### src/rtl/ldpc_pkg.sv
// Shared constants and types for the LDPC prototype-matrix walker.
// Every block that reads the rate-5/6 prototype matrix imports this package.
package ldpc_pkg;

  localparam int PROTO_ROWS = 4;
  localparam int PROTO_COLS = 24;

  // A ROM entry with all bits set marks a zero block ("-").
  function automatic logic [31:0] skip_val(input int width);
    return (32'd1 << width) - 32'd1;
  endfunction

  // The shift field is sized for the largest lifting size, Z=81.
  typedef struct packed {
    logic [$clog2(PROTO_ROWS)-1:0] row;
    logic [$clog2(PROTO_COLS)-1:0] col;
    logic [6:0]                    shift;
    logic                          row_first;
  } proto_tuple_t;

endpackage

### src/rtl/proto_rowcol_counter.sv
// Row/column scan counter for the prototype matrix.
// Keeps the linear ROM address registered alongside the row and column.
module proto_rowcol_counter #(
  parameter int ROWS  = 4,
  parameter int COLS  = 24,
  parameter int ADDRW = 7,
  parameter int RW    = $clog2(ROWS),
  parameter int CW    = $clog2(COLS)
) (
  input  logic             clk,
  input  logic             rst,
  input  logic             clear,
  input  logic             advance,
  output logic [RW-1:0]    row,
  output logic [CW-1:0]    col,
  output logic [ADDRW-1:0] addr,
  output logic             col_last,
  output logic             all_last
);

  assign col_last = (col == CW'(COLS - 1));
  assign all_last = col_last && (row == RW'(ROWS - 1));

  // Row-major order, so the address is a plain increment that wraps with the matrix.
  always_ff @(posedge clk) begin
    if (rst || clear) begin
      row  <= '0;
      col  <= '0;
      addr <= '0;
    end else if (advance) begin
      if (col_last) begin
        col <= '0;
        row <= all_last ? '0 : row + RW'(1);
      end else begin
        col <= col + CW'(1);
      end
      addr <= all_last ? '0 : addr + ADDRW'(1);
    end
  end

endmodule

### src/rtl/proto_matrix_walker.sv
// Walks the prototype-matrix ROM and streams non-zero blocks as
// (row, col, shift) tuples over a valid/ready interface.
module proto_matrix_walker
  import ldpc_pkg::*;
#(
  parameter int Z     = 54,
  parameter int WIDTH = $clog2(Z),
  parameter int ROWS  = PROTO_ROWS,
  parameter int COLS  = PROTO_COLS,
  parameter int DEPTH = ROWS * COLS,
  parameter int ADDRW = $clog2(DEPTH)
) (
  input  logic                    clk,
  input  logic                    rst,
  input  logic                    start,
  output logic                    busy,
  output logic                    done,
  output logic [ADDRW-1:0]        rom_addr,
  input  logic [WIDTH-1:0]        rom_data,
  output logic                    out_valid,
  input  logic                    out_ready,
  output logic [$clog2(ROWS)-1:0] out_row,
  output logic [$clog2(COLS)-1:0] out_col,
  output logic [WIDTH-1:0]        out_shift,
  output logic                    out_row_first,
  output logic [ADDRW:0]          blk_cnt
);

  localparam int RW  = $clog2(ROWS);
  localparam int CW  = $clog2(COLS);
  localparam int TRW = $clog2(PROTO_ROWS);
  localparam int TCW = $clog2(PROTO_COLS);
  localparam logic [31:0]      SKIP_WORD = skip_val(WIDTH);
  localparam logic [WIDTH-1:0] SKIP      = SKIP_WORD[WIDTH-1:0];

  typedef enum logic [1:0] {IDLE, SCAN, DRAIN} state_t;

  state_t       state;
  proto_tuple_t tup;
  logic         row_seen;
  logic [RW-1:0] cur_row;
  logic [CW-1:0] cur_col;
  logic col_last, all_last, adv, step, start_ok;

  assign adv      = !out_valid || out_ready;
  assign step     = (state == SCAN) && adv;
  assign start_ok = (state == IDLE) && start && !done;

  proto_rowcol_counter #(
    .ROWS(ROWS), .COLS(COLS), .ADDRW(ADDRW)
  ) u_counter (
    .clk      (clk),
    .rst      (rst),
    .clear    (start_ok),
    .advance  (step),
    .row      (cur_row),
    .col      (cur_col),
    .addr     (rom_addr),
    .col_last (col_last),
    .all_last (all_last)
  );

  assign out_row       = RW'(tup.row);
  assign out_col       = CW'(tup.col);
  assign out_shift     = tup.shift[WIDTH-1:0];
  assign out_row_first = tup.row_first;

  // A stalled tuple freezes the whole scan; DRAIN only waits for the last handshake.
  always_ff @(posedge clk) begin
    if (rst) begin
      state     <= IDLE;
      tup       <= '0;
      out_valid <= 1'b0;
      busy      <= 1'b0;
      done      <= 1'b0;
      blk_cnt   <= '0;
      row_seen  <= 1'b0;
    end else begin
      done <= 1'b0;
      case (state)
        IDLE: begin
          if (start_ok) begin
            state    <= SCAN;
            busy     <= 1'b1;
            blk_cnt  <= '0;
            row_seen <= 1'b0;
          end
        end
        SCAN: begin
          if (adv) begin
            if (rom_data != SKIP) begin
              tup.row       <= TRW'(cur_row);
              tup.col       <= TCW'(cur_col);
              tup.shift     <= 7'(rom_data);
              tup.row_first <= !row_seen;
              out_valid     <= 1'b1;
              blk_cnt       <= blk_cnt + (ADDRW+1)'(1);
              row_seen      <= 1'b1;
            end else begin
              out_valid <= 1'b0;
            end
            if (col_last) row_seen <= 1'b0;
            if (all_last) state <= DRAIN;
          end
        end
        DRAIN: begin
          if (adv) begin
            done      <= 1'b1;
            out_valid <= 1'b0;
            busy      <= 1'b0;
            state     <= IDLE;
          end
        end
        default: state <= IDLE;
      endcase
    end
  end

endmodule
### config.mk
export PLATFORM = sky130hd
export DESIGN_NAME = proto_matrix_walker
export DESIGN_NICKNAME = d
export VERILOG_FILES = /design/src/rtl/ldpc_pkg.sv /design/src/rtl/proto_rowcol_counter.sv /design/src/rtl/proto_matrix_walker.sv
export SDC_FILE = /design/constraint.sdc
export NUM_CORES = 1
export LEC_CHECK = 0
export CORE_MARGIN = 2
export CORE_UTILIZATION = 50
export CTS_CLUSTER_SIZE = 12
export DETAILED_ROUTE_END_ITERATION = 10
export PLACE_DENSITY = 0.78
export SETUP_SLACK_MARGIN = 0.1
export SLEW_MARGIN = 20
export SYNTH_ARGS = -nofsm -noshare
export SYNTH_HDL_FRONTEND = slang
export SYNTH_SLANG_ARGS = --single-unit
### constraint.sdc
create_clock -name clk -period 4.6 [get_ports clk]
set_input_delay 0.46 -clock clk [delete_from_list [all_inputs] [get_ports clk]]
set_output_delay 0.46 -clock clk [all_outputs]
set_load 0.05 [all_outputs]
==> results.md, run 1 <==
* I/O Pins at 42
* Post-CTS Resized at 0
* RSZ-0062 raised after global routing: false
* Initial antenna violation count at 0
* Initial DRT Pass Iterations at 4
* Commonest non-fill, non-tap cell in the layout: dfxtp_1
* Area Overhead vs Synth at 28.2%
* I/O Buffers at 41
* Synth Area in Compound Gates at 13.8%
* Vias per cell at 5.33
* Die W at 64.1 um
* Setup CP Type: register to register
* Synth Area in Simple Gates at 29.1%
* Static Leak at 0.744 nW
* H-tree depth at 2
* Synth Cell Area at 1810 sq um
* Synth Instances at 215
* Synthesized area per cell at 8.41 sq um
* Area of the multi-input gates at 916 sq um
* HP Start: out_col[4]
* Clock Skew at 0.00541 ns
* CTS Root Cell: clkbuf_4
* Setup TNS at 0 ns
* Setup bufs post-CTS at 0
* Antenna diode count at 0
* Clock Path Buffers at 2
* Largest family of logic cells by synthesized area: simple AND/OR/NAND/NOR gates
* Vias in the first global route at 1463
* Max Slew Vio Count at 0
* All-Layer GR Usage at 19.9%
* Max cap viols at 0
* Fillers at 295
* CP required at 4.87 ns
* NumNets Final at 269
* Seq cells post-synth at 42
* Clk_lat worst skew at 0.34 ns
* Initial Utilization at 52.9%
* Cts hold-fix bufs at 0
* Vias after detailed routing at 1609
* Slew @ Worst Pin at 0.829 ns
* Status: complete, no violations
* Final Hold Viols at 0
* Worst-path cell chain: nand2b_1 > a211o_1 > or4_1 > a21oi_1
* Post-Syn Nets at 229
* Asr flop ratio synth at 0%
* Sequential cell area at 841 sq um
* Worst vdd ir at 0.000219 V
* Worst reg2reg startpoint: state[0]
* Residual DRC at 0
* Hpwl dp at 2780 um
* CTS tree: yes
* Synth Warn # at 0
* CP Buf/Inv Count at 0
* Slew headroom at 44.6%
* Worst setup SP type: register
* Clk slew on worst S/H paths at 0.12 ns
* Die height at 64.1 um
* Power Density at 311 nW/um^2
* Antenna-violating nets left at 0
* Largest net degree at the start of global routing at 25
* Post-synthesis mux area share at 1.11%
* CP Capture Type: register
* Cts bufs inserted at 5
* Clock Sinks at 42
* Xor/xnor cell area share of the yosys netlist at 3.88%
* Setup violators final at 0
* Total gr overflow at 0
* Placement Rows at 21
* Layout cells sized above 1 at 5.86%
* Core area at 3420 sq um
* Critical Path Slowest Stage Cell: a211o_1
* CP peak stage delay at 0.61 ns
* Crit. Startpoint: state[0]
* GP Congestion at 0.746
* Count of cell types in the netlist at 34
* Top delay family on crit path: simple AND/OR/NAND/NOR gates
* Crit path max fanout at 24
* Synth Area in Adders at 2.77%
* Max Clk Rate at 454 MHz
* Final worst-path cycle share at 47.8%
* Drt initial violations at 42
* First-pass GRT wire length at 6480 um
* Finished Core Util at 67.8%
* Fin crit period at 2.20 ns
* Top FF cell, synth: dfxtp_1
* Total power at 721 uW
* Sequential share of the synthesized area at 46.5%
* Post-synth EDFFs at 0
* Highest-count cells in the layout ignoring fill and taps: dfxtp_1 (42), clkdlybuf4s50_1 (41), nand2_1 (36)
* Crit path arrival time at 2.47 ns
* Post-Route WL at 3810 um
* Worst hold path class: register to register
* Die area at 4110 sq um
* Wire per inst at 12.6 um
[flip-flops by register name (all words and copies together), names as in the netlist]
signal,cells
busy,1
out_shift,6
done,1
row_seen,1
blk_cnt,8
u_counter.row,2
u_counter.addr,7
out_col,5
out_row_first,1
u_counter.col,5
state,2
out_valid,1
out_row,2
[worst register-to-register path, delay by kind of cell (launching register included)]
family	cells	cell delay (ns)
simple gates	2	0.91
compound gates	2	0.75
flops	1	0.46
[path summary, 6_finish.rpt]
kind	cells past startpoint	slack, ns	to
worst max-delay path	4	2.40	blk_cnt[5]
worst min-delay path	2	0.46	out_col[4]
worst max register to register	4	2.40	blk_cnt[5]
worst min register to register	2	0.46	out_col[4]
[stage by stage]
step                      hold slack (ns)  instances  cell area [sq um]  setup WS, ns
after CTS                           0.466        302               2320          2.39
after global placement              0.442        294               2240          2.13
final                               0.465        302               2320          2.40
after floorplan                     0.428        215               1810          2.77
after detailed placement            0.447        294               2240          2.10
after global routing                0.485        302               2320          2.19
[per-layer routing]
layer / global-route usage, % / routed length, um
met1: 23.4 / 1750
met2: 35.3 / 1880
met3: 4.23 / 145
met4: 7.45 / 37
met5: 0 / 0
[Yosys cell counts (all sizes together) (2+ instances only)]
cell	instances	area, sq um
dfxtp	42	841
inv	4	15.0
ha	4	50.1
or2	2	12.5
or4	6	45.0
clkbuf	3	11.3
nor4b	3	26.3
nand2	36	135
nor2b	2	15.0
buf	5	25.0
nor2	23	86.3
o21ai	5	25.0
nor4	3	25.0
a21oi	27	135
nand2b	8	50.1
mux2i	2	20.0
xnor2	6	52.6
nand3	11	55.1
o31ai	6	45.0
nor3	4	20.0
xor2	2	17.5
[layout make-up]
class	instances	area share (%)
Clock buffer	5	1.62
Tap cell	46	2.48
Multi-Input combinational cell	161	39.5
Sequential cell	42	36.3
Timing Repair Buffer	41	17.7
Inverter	4	0.648
Clock inverter	3	1.73
[power breakdown]
group / switching [mW] / internal, mW
clock network: 0.115 / 0.113
logic: 0.0733 / 0.0364
registers: 0.00868 / 0.375
[logic make-up after synthesis]
logic type	count (synthesis)
compound gates	42
buf+inv	12
xor+xnor	8
fa+ha+maj	4
simple gates	105
mux	2
flops	42
No activity file was read; power rests on OpenSTA's default activity.
==> run 2, diff against run 1 <==
Settings changed: CORE_UTILIZATION 50 to 44, PLACE_DENSITY 0.78 to 0.73.
Clock period 4.6 ns to 1.95 ns, I/O delays scaled along.
==> results.md, run 2 (same netlist as run 1, synthesis figures left out) <==
* CTS tree: yes
* Worst slack, placed at -0.0453 ns
* GP Congestion at 0.762
* Clock Skew at 0.00368 ns
* Worst reg2reg startpoint: state[0]
* Post-Route WL at 4070 um
* Initial DRT Pass Iterations at 5
* CTS Root Cell: clkbuf_8
* Antenna diode count at 0
* Hold path depth at 2
* Vias in the first global route at 1494
* Placement Rows at 23
* CP peak stage delay at 0.84 ns
* CP Buf/Inv Count at 1
* Residual DRC at 0
* Clk slew on worst S/H paths at 0.07 ns
* Total gr overflow at 0
* H-tree depth at 2
* Largest net degree at the start of global routing at 18
* Critical Path Slowest Stage Cell: clkdlybuf4s50_1
* Slew @ Worst Pin at 0.504 ns
* Setup TNS at 0 ns
* Hpwl dp at 2990 um
* Worst hold path class: register to register
* Setup violators final at 0
* Vias per cell at 5.19
* Clk_lat worst skew at 0.29 ns
* All-Layer GR Usage at 19.5%
* Final Hold Viols at 0
* Crit. Startpoint: blk_cnt[3]
* Worst setup SP type: register
* Top delay family on crit path: buffers and inverters
* Wire per inst at 12.7 um
* Core area at 3970 sq um
* Status: complete, no violations
* Setup CP Type: register to primary output
* Initial antenna violation count at 0
* CP required at 1.75 ns
* Initial Utilization at 45.5%
* Highest-count cells in the layout ignoring fill and taps: dfxtp_1 (42), clkdlybuf4s50_1 (41), nand2_1 (36)
* Reg2reg path depth at 4
* Final worst-path cycle share at 88.9%
* Die W at 68.1 um
* First-pass GRT wire length at 6810 um
* Max FFs per register at 8
* Clock Path Buffers at 2
* RR Endpoint: blk_cnt[7]
* Setup bufs post-CTS at 0
* CP Capture Type: primary output
* Clock Sinks at 42
* Post-CTS Resized at 0
* Worst Slack Setup Final at 0.216 ns
* R2r setup slk at 0.26 ns
* Area Overhead vs Synth at 35.7%
* Slew headroom at 66.3%
* CP Depth at 1
* Worst setup path endpoint: blk_cnt[3]
* I/O Buffers at 41
* Antenna-violating nets left at 0
* Die height at 68.1 um
* Cts hold-fix bufs at 0
* Max cap viols at 0
* Drt initial violations at 38
* NumNets Final at 283
* Worst-path cell chain: clkdlybuf4s50_1
* Crit path max fanout at 6
* Finished Core Util at 61.8%
* Fin crit period at 1.73 ns
* Commonest non-fill, non-tap cell in the layout: dfxtp_1
* Worst vdd ir at 0.000413 V
* Die area at 4640 sq um
* Top reg by flops: blk_cnt
* Crit path arrival time at 1.54 ns
* Max Clk Rate at 577 MHz
* I/O Pins at 42
* Vias after detailed routing at 1660
* Layout cells sized above 1 at 10.4%
* RSZ-0062 raised after global routing: false
* Power Density at 720 nW/um^2
* Cts bufs inserted at 5
* Static Leak at 0.818 nW
* Max Slew Vio Count at 0
run 2: power breakdown:
group | internal, mW | switching [mW]
clock network | 0.285 | 0.280
logic | 0.115 | 0.182
registers | 0.883 | 0.0210
total | 1.28 | 0.483
run 2: through the flow:
stage	std cells	area (sq um)	power (mW)	hold WS (ns)
after floorplan	215	1810	1.10	0.310
after global placement	312	2360	1.22	0.442
after detailed placement	312	2360	1.22	0.446
after CTS	320	2450	1.79	0.457
after global routing	320	2450	1.84	0.479
final	320	2450	1.77	0.455
run 2: per-layer routing:
layer	vias up	global-route usage, %	wire length [um]
met4	0	7.50	73
met2	30	31.3	1940
li1	860	-	-
met3	8	4.93	175
met1	762	24.9	1880
met5	-	0	0
run 2: worst register-to-register path: stages (launching register included):
cell and delay (ns):
dfxtp_1 0.45, nand2b_1 0.14, a211o_1 0.35, or4_1 0.53, a21oi_1 0.16
run 2: cell type report:
class	count	area (sq um)
clock buffers	7	86.3
clock inverters	1	5.00
fillers	366	1520
inverters	4	15.0
multi-input cells	161	916
flip-flops and latches	42	841
well taps	50	62.6
repair buffers	55	528
run 2: worst min-delay path by stage:
| stage | from | to | slack, ns |
|---|---|---|---|
| CTS | out_shift[0] | out_shift[0] | 0.46 |
| detailed placement | out_col[4] | out_col[4] | 0.45 |
| finish | out_shift[0] | out_shift[0] | 0.46 |
| floorplan | rst | out_valid | 0.31 |
| global placement | row_seen | row_seen | 0.44 |
| global route | out_col[1] | out_col[1] | 0.48 |
